**src/rtl/dmem_apb_arbiter.sv**
```systemverilog
// rtl/dmem_apb_arbiter.sv - two-port round-robin arbiter driving the dmem APB master
module dmem_apb_arbiter #(
  parameter int TIMEOUT = 64
) (
  input  logic        clk,
  input  logic        rst_n,
  input  logic        req_valid_0,
  output logic        req_ready_0,
  input  logic        req_write_0,
  input  logic [1:0]  req_size_0,
  input  logic [31:0] req_addr_0,
  input  logic [31:0] req_wdata_0,
  input  logic        req_valid_1,
  output logic        req_ready_1,
  input  logic        req_write_1,
  input  logic [1:0]  req_size_1,
  input  logic [31:0] req_addr_1,
  input  logic [31:0] req_wdata_1,
  output logic        rsp_valid_0,
  output logic        rsp_valid_1,
  output logic        rsp_err,
  output logic [31:0] rsp_rdata,
  output logic [31:0] paddr,
  output logic        psel,
  output logic        penable,
  output logic        pwrite,
  output logic [31:0] pwdata,
  output logic [3:0]  pstrb,
  input  logic [31:0] prdata,
  input  logic        pready,
  input  logic        pslverr
);

  localparam int CW = (TIMEOUT > 2) ? $clog2(TIMEOUT) : 1;

  typedef enum logic [1:0] {S_IDLE, S_SETUP, S_ACCESS, S_RESP} state_t;

  state_t          r_state;
  logic            r_last_grant;
  logic            r_port;
  logic            r_write;
  logic [1:0]      r_addr_lo;
  logic [CW-1:0]   r_wait_cnt;

  logic            w_grant;
  logic            w_accept;
  logic            w_write;
  logic [1:0]      w_size;
  logic [31:0]     w_addr;
  logic [31:0]     w_wdata;
  logic            w_misaligned;
  logic [3:0]      w_strb;
  logic [31:0]     w_rdata_aligned;
  logic            w_timeout;

  // On a tie the port that did not win last time gets the bus
  always_comb begin
    w_grant = 1'b0;
    if (req_valid_0 && req_valid_1) w_grant = ~r_last_grant;
    else if (req_valid_1)           w_grant = 1'b1;
  end

  assign w_accept    = (r_state == S_IDLE) && (req_valid_0 || req_valid_1);
  assign req_ready_0 = w_accept && !w_grant;
  assign req_ready_1 = w_accept && w_grant;

  assign w_write = w_grant ? req_write_1 : req_write_0;
  assign w_size  = w_grant ? req_size_1  : req_size_0;
  assign w_addr  = w_grant ? req_addr_1  : req_addr_0;
  assign w_wdata = w_grant ? req_wdata_1 : req_wdata_0;

  assign w_misaligned = (w_size == 2'd3) ||
                        ((w_size == 2'd1) && w_addr[0]) ||
                        ((w_size == 2'd2) && (w_addr[1:0] != 2'b00));

  always_comb begin
    w_strb = 4'b0000;
    case (w_size)
      2'd0:    w_strb = 4'b0001 << w_addr[1:0];
      2'd1:    w_strb = 4'b0011 << {w_addr[1], 1'b0};
      2'd2:    w_strb = 4'b1111;
      default: w_strb = 4'b0000;
    endcase
  end

  assign w_rdata_aligned = prdata >> {r_addr_lo, 3'b000};
  assign w_timeout       = (TIMEOUT != 0) && (r_wait_cnt == CW'(TIMEOUT - 1));

  always_ff @(posedge clk or negedge rst_n) begin
    if (!rst_n) begin
      r_state      <= S_IDLE;
      r_last_grant <= 1'b1;
      r_port       <= 1'b0;
      r_write      <= 1'b0;
      r_addr_lo    <= 2'b00;
      r_wait_cnt   <= '0;
      rsp_valid_0  <= 1'b0;
      rsp_valid_1  <= 1'b0;
      rsp_err      <= 1'b0;
      rsp_rdata    <= 32'h0;
      paddr        <= 32'h0;
      psel         <= 1'b0;
      penable      <= 1'b0;
      pwrite       <= 1'b0;
      pwdata       <= 32'h0;
      pstrb        <= 4'b0000;
    end else begin
      // Response fields are single-cycle; they read 0 outside RESP
      rsp_valid_0 <= 1'b0;
      rsp_valid_1 <= 1'b0;
      rsp_err     <= 1'b0;
      rsp_rdata   <= 32'h0;
      case (r_state)
        S_IDLE: begin
          if (w_accept) begin
            r_last_grant <= w_grant;
            r_port       <= w_grant;
            r_write      <= w_write;
            r_addr_lo    <= w_addr[1:0];
            if (w_misaligned) begin
              r_state     <= S_RESP;
              rsp_valid_0 <= !w_grant;
              rsp_valid_1 <= w_grant;
              rsp_err     <= 1'b1;
            end else begin
              r_state <= S_SETUP;
              psel    <= 1'b1;
              paddr   <= {w_addr[31:2], 2'b00};
              pwrite  <= w_write;
              pwdata  <= w_wdata << {w_addr[1:0], 3'b000};
              pstrb   <= w_write ? w_strb : 4'b0000;
            end
          end
        end
        S_SETUP: begin
          penable <= 1'b1;
          r_state <= S_ACCESS;
        end
        S_ACCESS: begin
          if (pready) begin
            psel        <= 1'b0;
            penable     <= 1'b0;
            r_state     <= S_RESP;
            rsp_valid_0 <= !r_port;
            rsp_valid_1 <= r_port;
            rsp_err     <= pslverr;
            rsp_rdata   <= (r_write || pslverr) ? 32'h0 : w_rdata_aligned;
          end else if (w_timeout) begin
            psel        <= 1'b0;
            penable     <= 1'b0;
            r_state     <= S_RESP;
            rsp_valid_0 <= !r_port;
            rsp_valid_1 <= r_port;
            rsp_err     <= 1'b1;
          end else begin
            r_wait_cnt <= r_wait_cnt + 1'b1;
          end
        end
        S_RESP: begin
          r_state    <= S_IDLE;
          r_wait_cnt <= '0;
        end
        default: r_state <= S_IDLE;
      endcase
    end
  end

endmodule

```
**config.mk**
```make
export PLATFORM = sky130hd
export DESIGN_NAME = dmem_apb_arbiter
export DESIGN_NICKNAME = d
export VERILOG_FILES = /design/src/rtl/dmem_apb_arbiter.sv
export SDC_FILE = /design/constraint.sdc
export NUM_CORES = 1
export LEC_CHECK = 0
export ABC_CLOCK_PERIOD_IN_PS = 2600
export CAP_MARGIN = 20
export CELL_PAD_IN_SITES_DETAIL_PLACEMENT = 2
export CELL_PAD_IN_SITES_GLOBAL_PLACEMENT = 2
export CORE_MARGIN = 5
export CORE_UTILIZATION = 37
export DETAILED_ROUTE_END_ITERATION = 6
export DONT_BUFFER_PORTS = 1
export GPL_ROUTABILITY_DRIVEN = 0
export PLACE_DENSITY = 0.76
export SLEW_MARGIN = 20
export SYNTH_ARGS = -nofsm -noshare
export SYNTH_HDL_FRONTEND = slang
export SYNTH_SLANG_ARGS = --single-unit
export TNS_END_PERCENT = 10
```
**constraint.sdc**
```tcl
create_clock -name clk -period 2.6 [get_ports clk]
set_input_delay 0.13 -clock clk [delete_from_list [all_inputs] [get_ports clk]]
set_output_delay 0.13 -clock clk [all_outputs]
set_load 0.01 [all_outputs]
```
# Yosys cells after proc, flatten, opt, wreduce, memory -nomap -nowiden
# Cells that the tools add are included.
# totals
output_inout_bits	108
latchBits	0
mem_count	0
romBits	0
ff_bits	117
input_bits	172
ramBits	0
# op_classes
n_bitwise	2
div	0
n_mul	0
order_cmp	0
mux	40
addsub	1
eq_ne	12
n_shift	4
n_reduce_logical	24
# ops
op	count
two-way mux 32 bit	5
left shift 32 x 5 -> 32 bit	1
right shift 32 x 5 -> 32 bit	1
two-way mux 1 bit	19
two-way mux 6 bit	2
case mux 4 bit (3 select lines)	1
case mux 6 bit (2 select lines)	1
two-way mux 2 bit	5
case mux 1 bit (2 select lines)	5
== test 2 bit, second input constant	4
!= test 2 bit, second input constant	4
case mux 2 bit (4 select lines)	1
nonzero test 2 bit	4
adder 6 x 1 -> 6 bit, second input constant	1
== test 6 bit, second input constant	1
logical AND 1 bit	6
AND reduction 2 bit	3
AND reduction 3 bit	2
== test 2 x 1 -> 1 bit, second input constant	2
zero test 2 bit	2
logical OR 1 bit	4
two-way mux 4 bit	1
AND reduction 4 bit	1
left shift 1 x 2 -> 4 bit, first input constant	1
4 further kinds	6

# Logic depth before layout (Yosys ltp)
# Gate-level depths: netlist (run 1).
# depth
word_depth	10
ltp_mapped	9
depth_no_buf	6

# Worst setup path after synthesis (run 1)
# Ideal clock, no wire load.
# synth_path
path_type	register to register
startpoint	register r_state[0]
endpoint	register pwdata[15]
path_buffers	3
t_arrival_ps	2060
required_ps	2479
path_stages_with_launch	10
path_slack_ps	419
period_less_slack_ps	2181
path_cell_list	dfrtp_1 inv_1 ha_1 o21ai_1 or4b_1 buf_2 and2_4 buf_6 buf_6 a22o_1
# synth_via
elab_chain_len	3
# synth_rtl
element	line_no	source
from (decl)	38	state_t r_state;
from (signal assigned)	91	r_state <= S_IDLE;
from (signal assigned)	121	r_state <= S_RESP;
from (signal assigned)	126	r_state <= S_SETUP;
zero test 2 bit *	63, 113	
logical AND 1 bit	63	assign w_accept = (r_state == S_IDLE) && (req_valid_0 || req_valid_1);
AND reduction 3 bit (no line) *	-	
to (signal assigned)	130	pwdata <= w_wdata << {w_addr[1:0], 3'b000};
to (decl)	27	output logic [31:0] pwdata,
# Mark *: on every way between the ends. The rest lies on a longest branch, timed or not.
# A chain may end at the register's enable or synchronous reset.

# Worst setup path after layout (run 1)
# layout_path
startpoint	register r_last_grant
endpoint	register paddr[29]
# layout_via
elab_chain_len	9
elab_cells_between_ends	14
cone_classes	3 x eq/ne; 3 x mux; 2 x bitwise; 6 x reduce/logical
# layout_rtl
element	line_no	source
from (decl)	39	logic r_last_grant;
from (signal assigned)	116	r_last_grant <= w_grant;
NOT 1 bit *	59	if (req_valid_0 && req_valid_1) w_grant = ~r_last_grant;
two-way mux 1 bit *	59	
two-way mux 2 bit	68	assign w_size = w_grant ? req_size_1 : req_size_0;
== test 2 x 1 -> 1 bit	73	((w_size == 2'd1) && w_addr[0]) ||
logical AND 1 bit	73	
logical OR 1 bit	72	assign w_misaligned = (w_size == 2'd3) ||
logical OR 1 bit	73	
NOT 1 bit (no line)	-	
AND reduction 3 bit (no line)	-	
to (signal assigned)	128	paddr <= {w_addr[31:2], 2'b00};
to (decl)	23	output logic [31:0] paddr,
# Marks and branches as above.

==> results_dict.tcl, run 1 <==
set metrics [dict create \
    ys_async_sr_fraction 1.000 \
    routedWlPerCell_um 27.85 \
    max_freq_mhz 409.7 \
    cp.buffers_inverters 2 \
    rsz0062_at_grt "no" \
    criticalPathCategory "reg2reg" \
    cts_root_buf "clkbuf_16" \
    finClkSkew_ns 0.01226 \
    start_util 0.3793 \
    rows 48 \
    final_hold_viol_count 117 \
    ctsResizeCount 0 \
    fin_total_pwr_w 0.008075 \
    relSlewSlack 0.3875 \
    grt_pass1_vias 7028 \
    synth-xor-area-share 0 \
    grt_start_max_net_pins 118 \
    powerDensity_nw_per_um2 968.0 \
    clk_latency_ns 0.42 \
    synth_flop_cell "dfrtp_1" \
    p_comb_frac 0.289 \
    synth_compound_area_frac 0.1870 \
    synth_cells 661 \
    swShare 0.3852 \
    clock_sinks 117 \
    wl_um 27190 \
    violations "negative hold slack" \
    synth_fa_ha_area_frac 0.009502 \
    hold_path_class "in2async" \
    cts-buffers-inserted 17 \
    setup_tns_ns 0 \
    synth_area_um2 6584 \
    crit_path_max_fanout 31 \
    pin_count 280 \
    yosys_warnings 0 \
    die_y_um 143.4 \
    grt_pass1_wl_um 41260 \
    synth-edff-count 0 \
    cts.clk_slew.worst_paths_ns 0.06 \
    cts_tree "yes" \
    clk_path_buf_depth 2 \
    ys_types 60 \
    drtAntennaViolNets 0 \
    status "complete, but fails checks" \
    holdWs_ns -0.5872 \
    post-route-period-util 0.9387 \
    post_synth.cell_area_avg_um2 9.960 \
    dpl.hpwl_um 17150 \
    syn_to_final_growth_pct 26.70 \
    portBuffers 0 \
    yosys.area_share.simple 0.1363 \
    end_kind "register" \
    cap_violations 0 \
    drive_gt1_frac 0.1160 \
    synth_top_family_by_area "compound AO/OA/AOI/OAI gates" \
    power.internal_w 0.004964 \
    critPathSlowestCell "dlygate4sd3_1" \
    tightest_slew_ns 0.9178 \
    critPathArrivalTime_ns 2.70 \
    netSwitchingPower_w 0.003110 \
    ir_drop_mv 0.5072 \
    antenna_found_initial 1 \
    critPathLaunchType "register" \
    cts_max_level 4 \
    vias_per_cell 6.118 \
    yosysSeqAreaShare 0.4449 \
    drtPass1Iterations 4 \
    die_x_um 143.4 \
    path_cells "a21bo_2, buf_4, mux2i_1, dlygate4sd3_1, o21ai_0" \
    drt_iter0_markers 217 \
    overflow 0 \
    cts_setup_buffers 0 \
    route.detailed.drc 0 \
    fp.dieArea_um2 20560 \
    cts-hold-fix-buffers 101 \
    p_leak_nw 3.681 \
    slowest_delay_ns 0.62 \
    slew_violations 0 \
    vias 5971 \
    fp.coreArea_um2 17360 \
    setup_viol 0 \
    p_clk_frac 0.293 \
    seq_power_share 0.418 \
    grt.total_usage 0.2617 \
    path_delay_family "buffers and inverters" \
    min_period_ns 2.441 \
    required_ns 2.86 \
    synthMuxAreaShare 0.1764 \
    ys_seq_elements 117 \
    final_nets 914 \
]
[registers in the layout, indices dropped and copies added (netlist names), 2 cells and up]
name and cells:
pwdata 32, rsp_rdata 32, paddr 30, r_wait_cnt 6, pstrb 4, r_addr_lo 2, r_state 2
[layout make-up]
class,count,area (um2)
Clock buffer,19,442.9
Tap cell,225,281.5
Antenna cell,1,2.502
Sequential cell,117,2929
Fill cell,1755,9015
Timing Repair Buffer,116,1124
Multi-Input combinational cell,474,3371
Clock inverter,13,150.1
Inverter,11,41.29
[per-stage QoR]
step           instance area [um2]  hold slack (ns)    util  cells  setup WS, ns
2_1_floorplan                 6588          -0.1656       -    662        0.4189
3_3_place_gp                  6735          -0.1592  0.3880    842        0.2988
3_5_place_dp                  6735          -0.1592  0.3880    842        0.1681
4_1_cts                       8339          -0.6085  0.4805    975        0.1500
5_1_grt                       8342          -0.6093  0.4806    976       0.04466
6_report                      8342          -0.5872  0.4806    976        0.1594
[path summary, 6_finish.rpt]
| check | depth (start not counted) | start | to | slack, ns |
|---|---|---|---|---|
| max reg2reg | 5 | r_last_grant | paddr[29] | 0.16 |
| max | 5 | r_last_grant | paddr[29] | 0.16 |
| min | 0 | rst_n | paddr[22] | -0.59 |
| max in group asynchronous | 0 | rst_n | r_last_grant | 2.92 |
| min in group clk | 4 | prdata[8] | rsp_rdata[8] | 0.01 |
| min reg2reg | 2 | r_write | r_write | 0.47 |
[Yosys cell counts (all sizes together), types with 10 or more instances]
cell type	count	area (um2)
mux2	16	180.2
nor2	43	161.4
buf	17	96.34
a211oi	26	195.2
inv	10	37.54
a21oi	25	125.1
nor2b	19	118.9
dfrtp	116	2903
nand2	32	120.1
o21ai	53	265.3
clkbuf	43	161.4
nand3	46	230.2
and2	12	77.58
mux2i	80	800.8
[kinds of logic (layout without fill, tap and decap cells)]
logic type               after synthesis  count (layout)
flip-flops                           117             117
multiplexers                         104             104
AO/OA/AOI/OAI                        183             183
buffers and inverters                 71             159
adder cells (fa/ha/maj)                5               5
AND/OR/NAND/NOR                      180             180
other                                  1               3
[metal layers]
metal  vias up  GRT usage  part of all wire
li1       2593          -                 -
met1      3088     0.2918              0.37
met2       240     0.4620              0.51
met3        50    0.09151             0.089
met4         0    0.09514             0.025
met5         -          0                 0
[cells in the final DEF, fill, tap and decap left out, types with 4 or more instances in the layout]
cell           Yosys  routed
clkinv_4           0       5
nor2b_1           19      19
ha_1               5       5
or2_2              9       9
o31ai_1            4       4
o31a_1             9       9
a211oi_1          26      26
nand3_1           46      46
o21ai_0           49      49
a22o_1             8       8
and2_1            11      11
nand2b_1           4       4
clkbuf_16          0      17
o2bb2ai_1          9       9
o22ai_1            9       9
mux4_2             8       8
a31oi_1            9       9
mux2_2            16      16
nor2_1            43      43
nor3_1             4       4
mux2i_1           80      80
a221oi_1           8       8
inv_1             10      10
buf_4              2      15
dlygate4sd3_1      0     101
a21oi_1           25      25
o21ai_1            4       4
dfrtp_1          116     116
nand2_1           32      32
[power by group through the flow]
stage / logic (W) / clock network (W) / registers, W
after CTS: 0.00227 / 0.00242 / 0.00336
after global placement: 0.00189 / 0 / 0.00334
after global routing: 0.00259 / 0.00250 / 0.00347
after detailed placement: 0.00206 / 0 / 0.00338
after floorplan: 0.00164 / 0 / 0.00306
final: 0.00233 / 0.00237 / 0.00338
No activity file was read; power rests on OpenSTA's default activity.
==> run 2, diff against run 1 <==
- CORE_ASPECT_RATIO: default -> 0.6
==> results_dict.tcl, run 2 (synthesis results as in run 1) <==
set metrics [dict create \
    p_leak_nw 3.680 \
    clk_path_buf_depth 2 \
    cts-buffers-inserted 17 \
    cts.clk_slew.worst_paths_ns 0.06 \
    slew_violations 0 \
    ff2ff_path_depth 5 \
    final_cell_mix "dfrtp_1 (116), dlygate4sd3_1 (102), mux2i_1 (80)" \
    path_cells "a21bo_4, buf_12, mux2i_1, dlygate4sd3_1, o21ai_0" \
    syn_to_final_growth_pct 27.54 \
    path_delay_family "buffers and inverters" \
    critPathArrivalTime_ns 2.66 \
    vias_per_cell 6.058 \
    finClkSkew_ns 0.01144 \
    final_hold_viol_count 117 \
    r2r_end "paddr[10]" \
    end_kind "register" \
    ir_drop_mv 0.4389 \
    violations "negative hold slack" \
    routedWlPerCell_um 28.30 \
    cts_tree "yes" \
    antenna_found_initial 3 \
    fin_total_pwr_w 0.008100 \
    route.detailed.drc 0 \
    max_freq_mhz 418.1 \
    cts_max_level 4 \
    setup_tns_ns 0 \
    min_period_ns 2.392 \
    grt_pass1_wl_um 42710 \
    dpl.hpwl_um 17480 \
    cp.depth 5 \
    powerDensity_nw_per_um2 964.6 \
    rsz0062_at_grt "no" \
    setup_viol 0 \
    drtAntennaViolNets 0 \
    slowest_delay_ns 0.62 \
    holdWs_ns -0.5881 \
    drive_gt1_frac 0.1147 \
    hold_path_class "in2async" \
    grt_pass1_vias 6905 \
    ff_latch_area_um2 2929 \
    layout_commonest_cell "dfrtp_1" \
    fp.dieArea_um2 20650 \
    drt_iter0_markers 374 \
    cts_setup_buffers 0 \
    criticalPathCategory "reg2reg" \
    wl_um 27910 \
    multiInputGateArea_um2 3383 \
    overflow 0 \
    cap_violations 0 \
    fin_util 0.4850 \
    portBuffers 0 \
    start_util 0.3803 \
    cts_root_buf "clkbuf_16" \
    ff2ff_setup_slack_ns 0.21 \
    cp.buffers_inverters 2 \
    top_regs "pwdata: 32 flops, rsp_rdata: 32 flops, paddr: 30 flops" \
    grt.total_usage 0.2662 \
    clock_sinks 117 \
    vias 5973 \
    cts-hold-fix-buffers 103 \
    drtPass1Iterations 4 \
    num-fill-cells 1754 \
    die_x_um 182.2 \
    clk_latency_ns 0.41 \
    required_ns 2.86 \
    critPathSlowestCell "dlygate4sd3_1" \
    fp.coreArea_um2 17310 \
    crit_path_max_fanout 30 \
    rows 37 \
    relSlewSlack 0.3389 \
    critPathLaunchType "register" \
    tightest_slew_ns 0.9851 \
    grt_start_max_net_pins 118 \
    pin_count 280 \
    rr_startpoint "r_last_grant" \
    die_y_um 113.3 \
    final_nets 914 \
    post-route-period-util 0.9199 \
    status "complete, but fails checks" \
]
run 2: changes by cell type in the layout (fill, tap and decap cells not counted), sizes merged:
cell | before | now
buf | 15 | 14
clkbuf | 19 | 18
clkinvlp | 2 | 4
diode | 1 | 2
dlygate4sd3 | 101 | 102
inv | 13 | 12
run 2: per-stage QoR:
stage / setup WS (ns) / cell area (um2) / instances
after floorplan: 0.4189 / 6588 / 662
after global placement: 0.4790 / 6777 / 850
after detailed placement: 0.3734 / 6777 / 850
after CTS: 0.03658 / 8389 / 985
after global routing: 0.1472 / 8394 / 985
final: 0.2082 / 8397 / 986
run 2: power by group:
part / total [W] / leakage [nW] / internal [W] / switching, W
combinational: 0.00236 / 1.89 / 0.00108 / 0.00128
clock: 0.00236 / 0.273 / 0.00142 / 0.000939
sequential: 0.00338 / 1.52 / 0.00246 / 0.000918
total: 0.00810 / 3.68 / 0.00496 / 0.00314
run 2: per-layer routing:
layer	wire (um)	share of wire	vias to the layer above	GRT usage
met5	25	0.00090	-	0
met4	483	0.017	4	0.07196
met3	2560	0.092	42	0.1018
met2	14000	0.50	229	0.4592
met1	10840	0.39	3087	0.3130
li1	-	-	2611	-
run 2: layout make-up:
| cell class | count | area share |
|---|---|---|
| antenna | 2 | 0.0005960 |
| clock buffer | 18 | 0.05111 |
| clock inverter | 14 | 0.01818 |
| inverter | 11 | 0.004917 |
| multi-input combinational | 474 | 0.4029 |
| sequential | 117 | 0.3488 |
| tap | 234 | 0.03487 |
| timing repair buffer | 116 | 0.1386 |
run 2: timing repair:
item	in CTS	in global routing
endpoints found under the setup margin	0	3
gates resized for setup	0	3
hold endpoints to repair	187	117
run 2: worst max path at each step:
stage | startpoint | endpoint
5_1_grt | r_last_grant | paddr[4]
6_report | r_last_grant | paddr[10]
3_3_place_gp | r_state[0] | pwdata[22]
2_1_floorplan | r_state[0] | pwdata[15]
4_1_cts | r_last_grant | pstrb[0]
3_5_place_dp | r_state[1] | pwdata[16]
run 2: worst register-to-register path: cells and delay by family (launching register included):
| family | cells | cell delay, ns |
|---|---|---|
| mux | 1 | 0.31 |
| compound gates | 2 | 0.45 |
| buf+inv | 2 | 0.90 |
| flops | 1 | 0.58 |
==> run 3, diff against run 2 <==
- CORE_MARGIN: 5 -> default
- SKIP_LAST_GASP: default -> 1
==> results_dict.tcl, run 3 (synthesis results as in run 1) <==
set metrics [dict create \
    top_regs "pwdata: 32 flops, rsp_rdata: 32 flops, paddr: 30 flops" \
    status "complete, but fails checks" \
    violations "negative hold slack" \
    criticalPathCategory "reg2reg" \
    hold_path_class "in2async" \
    slowest_delay_ns 0.58 \
    p_leak_nw 3.713 \
    die_x_um 174.2 \
    cts-hold-fix-buffers 99 \
    fin_total_pwr_w 0.008470 \
    finClkSkew_ns 0.005712 \
    critPathArrivalTime_ns 2.80 \
    powerDensity_nw_per_um2 1005 \
    num-fill-cells 1718 \
    critPathLaunchType "register" \
    cts-buffers-inserted 17 \
    drtPass1Iterations 6 \
    setup_viol 0 \
    wl_um 27110 \
    antenna_found_initial 1 \
    multiInputGateArea_um2 3377 \
    slew_violations 0 \
    cts_tree "yes" \
    die_y_um 105.3 \
    max_freq_mhz 394.7 \
    setup_tns_ns 0 \
    layout_commonest_cell "dfrtp_1" \
    rows 37 \
    cts_max_level 4 \
    fin_util 0.4881 \
    post-route-period-util 0.9746 \
    portBuffers 0 \
    pin_count 280 \
    clk_latency_ns 0.41 \
    vias 6008 \
    fp.dieArea_um2 18350 \
    syn_to_final_growth_pct 28.01 \
    end_kind "register" \
    grt_start_max_net_pins 118 \
    cap_violations 0 \
    final_nets 912 \
    drtAntennaViolNets 0 \
    required_ns 2.87 \
    relSlewSlack 0.4097 \
    final_hold_viol_count 117 \
    fp.coreArea_um2 17270 \
    grt.total_usage 0.2994 \
    drive_gt1_frac 0.1176 \
    critPathSlowestCell "dfstp_2" \
    start_util 0.3813 \
    min_period_ns 2.534 \
    placed_cell_area_um2 6746 \
    dpl.hpwl_um 16550 \
    dp.cells 851 \
    ir_drop_mv 0.4928 \
    cts_root_buf "clkbuf_16" \
    route.detailed.drc 0 \
    clock_sinks 117 \
    routedWlPerCell_um 27.58 \
    overflow 0 \
    tightest_slew_ns 0.8795 \
    holdWs_ns -0.5891 \
    final_area_um2 8428 \
    drt_iter0_markers 404 \
    clk_path_buf_depth 2 \
    stdcell_count 983 \
    vias_per_cell 6.112 \
    grt_pass1_vias 6848 \
    final_cell_mix "dfrtp_1 (116), dlygate4sd3_1 (99), mux2i_1 (80)" \
    crit_path_max_fanout 23 \
    rsz0062_at_grt "no" \
    grt_pass1_wl_um 41420 \
    cts.clk_slew.worst_paths_ns 0.06 \
    path_cells "a21bo_2, buf_4, mux2i_1, dlygate4sd3_1, o21ai_0" \
    ff_latch_area_um2 2929 \
]
-- run 3: cell count changes in the layout (fill, tap and decap cells not counted), moves of 2 or more --
cell,before,now
clkinv_2,2,0
bufinv_16,2,6
buf_4,11,14
buf_12,3,0
dlygate4sd3_1,102,99
clkinvlp_4,4,1
-- run 3: metrics by stage --
step / worst slack [ns] / hold slack [ns]
2_1_floorplan: 0.4189 / -0.1656
3_3_place_gp: 0.3587 / -0.1633
3_5_place_dp: 0.2728 / -0.1639
4_1_cts: 0.03307 / -0.6081
5_1_grt: 0.008335 / -0.6124
6_report: 0.06614 / -0.5891
-- run 3: final timing paths --
check                                   from      endpoint  slack [ns]  cells past startpoint
worst max-delay path            r_last_grant     paddr[22]        0.07                      5
worst min-delay path                   rst_n    pwdata[11]       -0.59                      0
worst max register to register  r_last_grant     paddr[22]        0.07                      5
worst min register to register        r_port   rsp_valid_0        0.49                      1
max in group asynchronous              rst_n  r_last_grant        2.93                      0
min in group clk                  prdata[14]  rsp_rdata[6]        0.03                      2
-- run 3: routing by layer --
layer  global-route usage  wire, um  vias to the layer above  part of all wire
li1                     -         -                     2582                 -
met1               0.3577     10810                     3149              0.40
met2               0.5063     13650                      238              0.50
met3              0.09740      2077                       39             0.077
met4               0.1046       575                        0             0.021
met5                    0         0                        -                 0
-- run 3: what timing repair did --
action,CTS,global route
hold endpoints to repair,186,117
resized for setup,0,3
setup endpoints to repair,0,1
buffers inserted,0,0
-- run 3: area by class of cell --
type,count,area share
multi-input combinational,474,0.4007
sequential,117,0.3475
timing repair buffer,114,0.1314
clock buffer,18,0.05092
tap,234,0.03474
clock inverter,14,0.02954
inverter,11,0.004899
antenna,1,0.0002969
-- run 3: where the power goes --
| group | internal, W | total, W | switching [W] |
|---|---|---|---|
| Clock | 0.00181 | 0.00276 | 0.000947 |
| Combinational | 0.00105 | 0.00235 | 0.00130 |
| Sequential | 0.00246 | 0.00336 | 0.000897 |
| Total | 0.00532 | 0.00847 | 0.00315 |
-- run 3: critical path: cells and delay by family (launching register included) --
| kind | cells | cell delay (ns) |
|---|---|---|
| AO/OA/AOI/OAI | 2 | 0.66 |
| multiplexers | 1 | 0.13 |
| buffers and inverters | 2 | 1.02 |
| flip-flops | 1 | 0.58 |
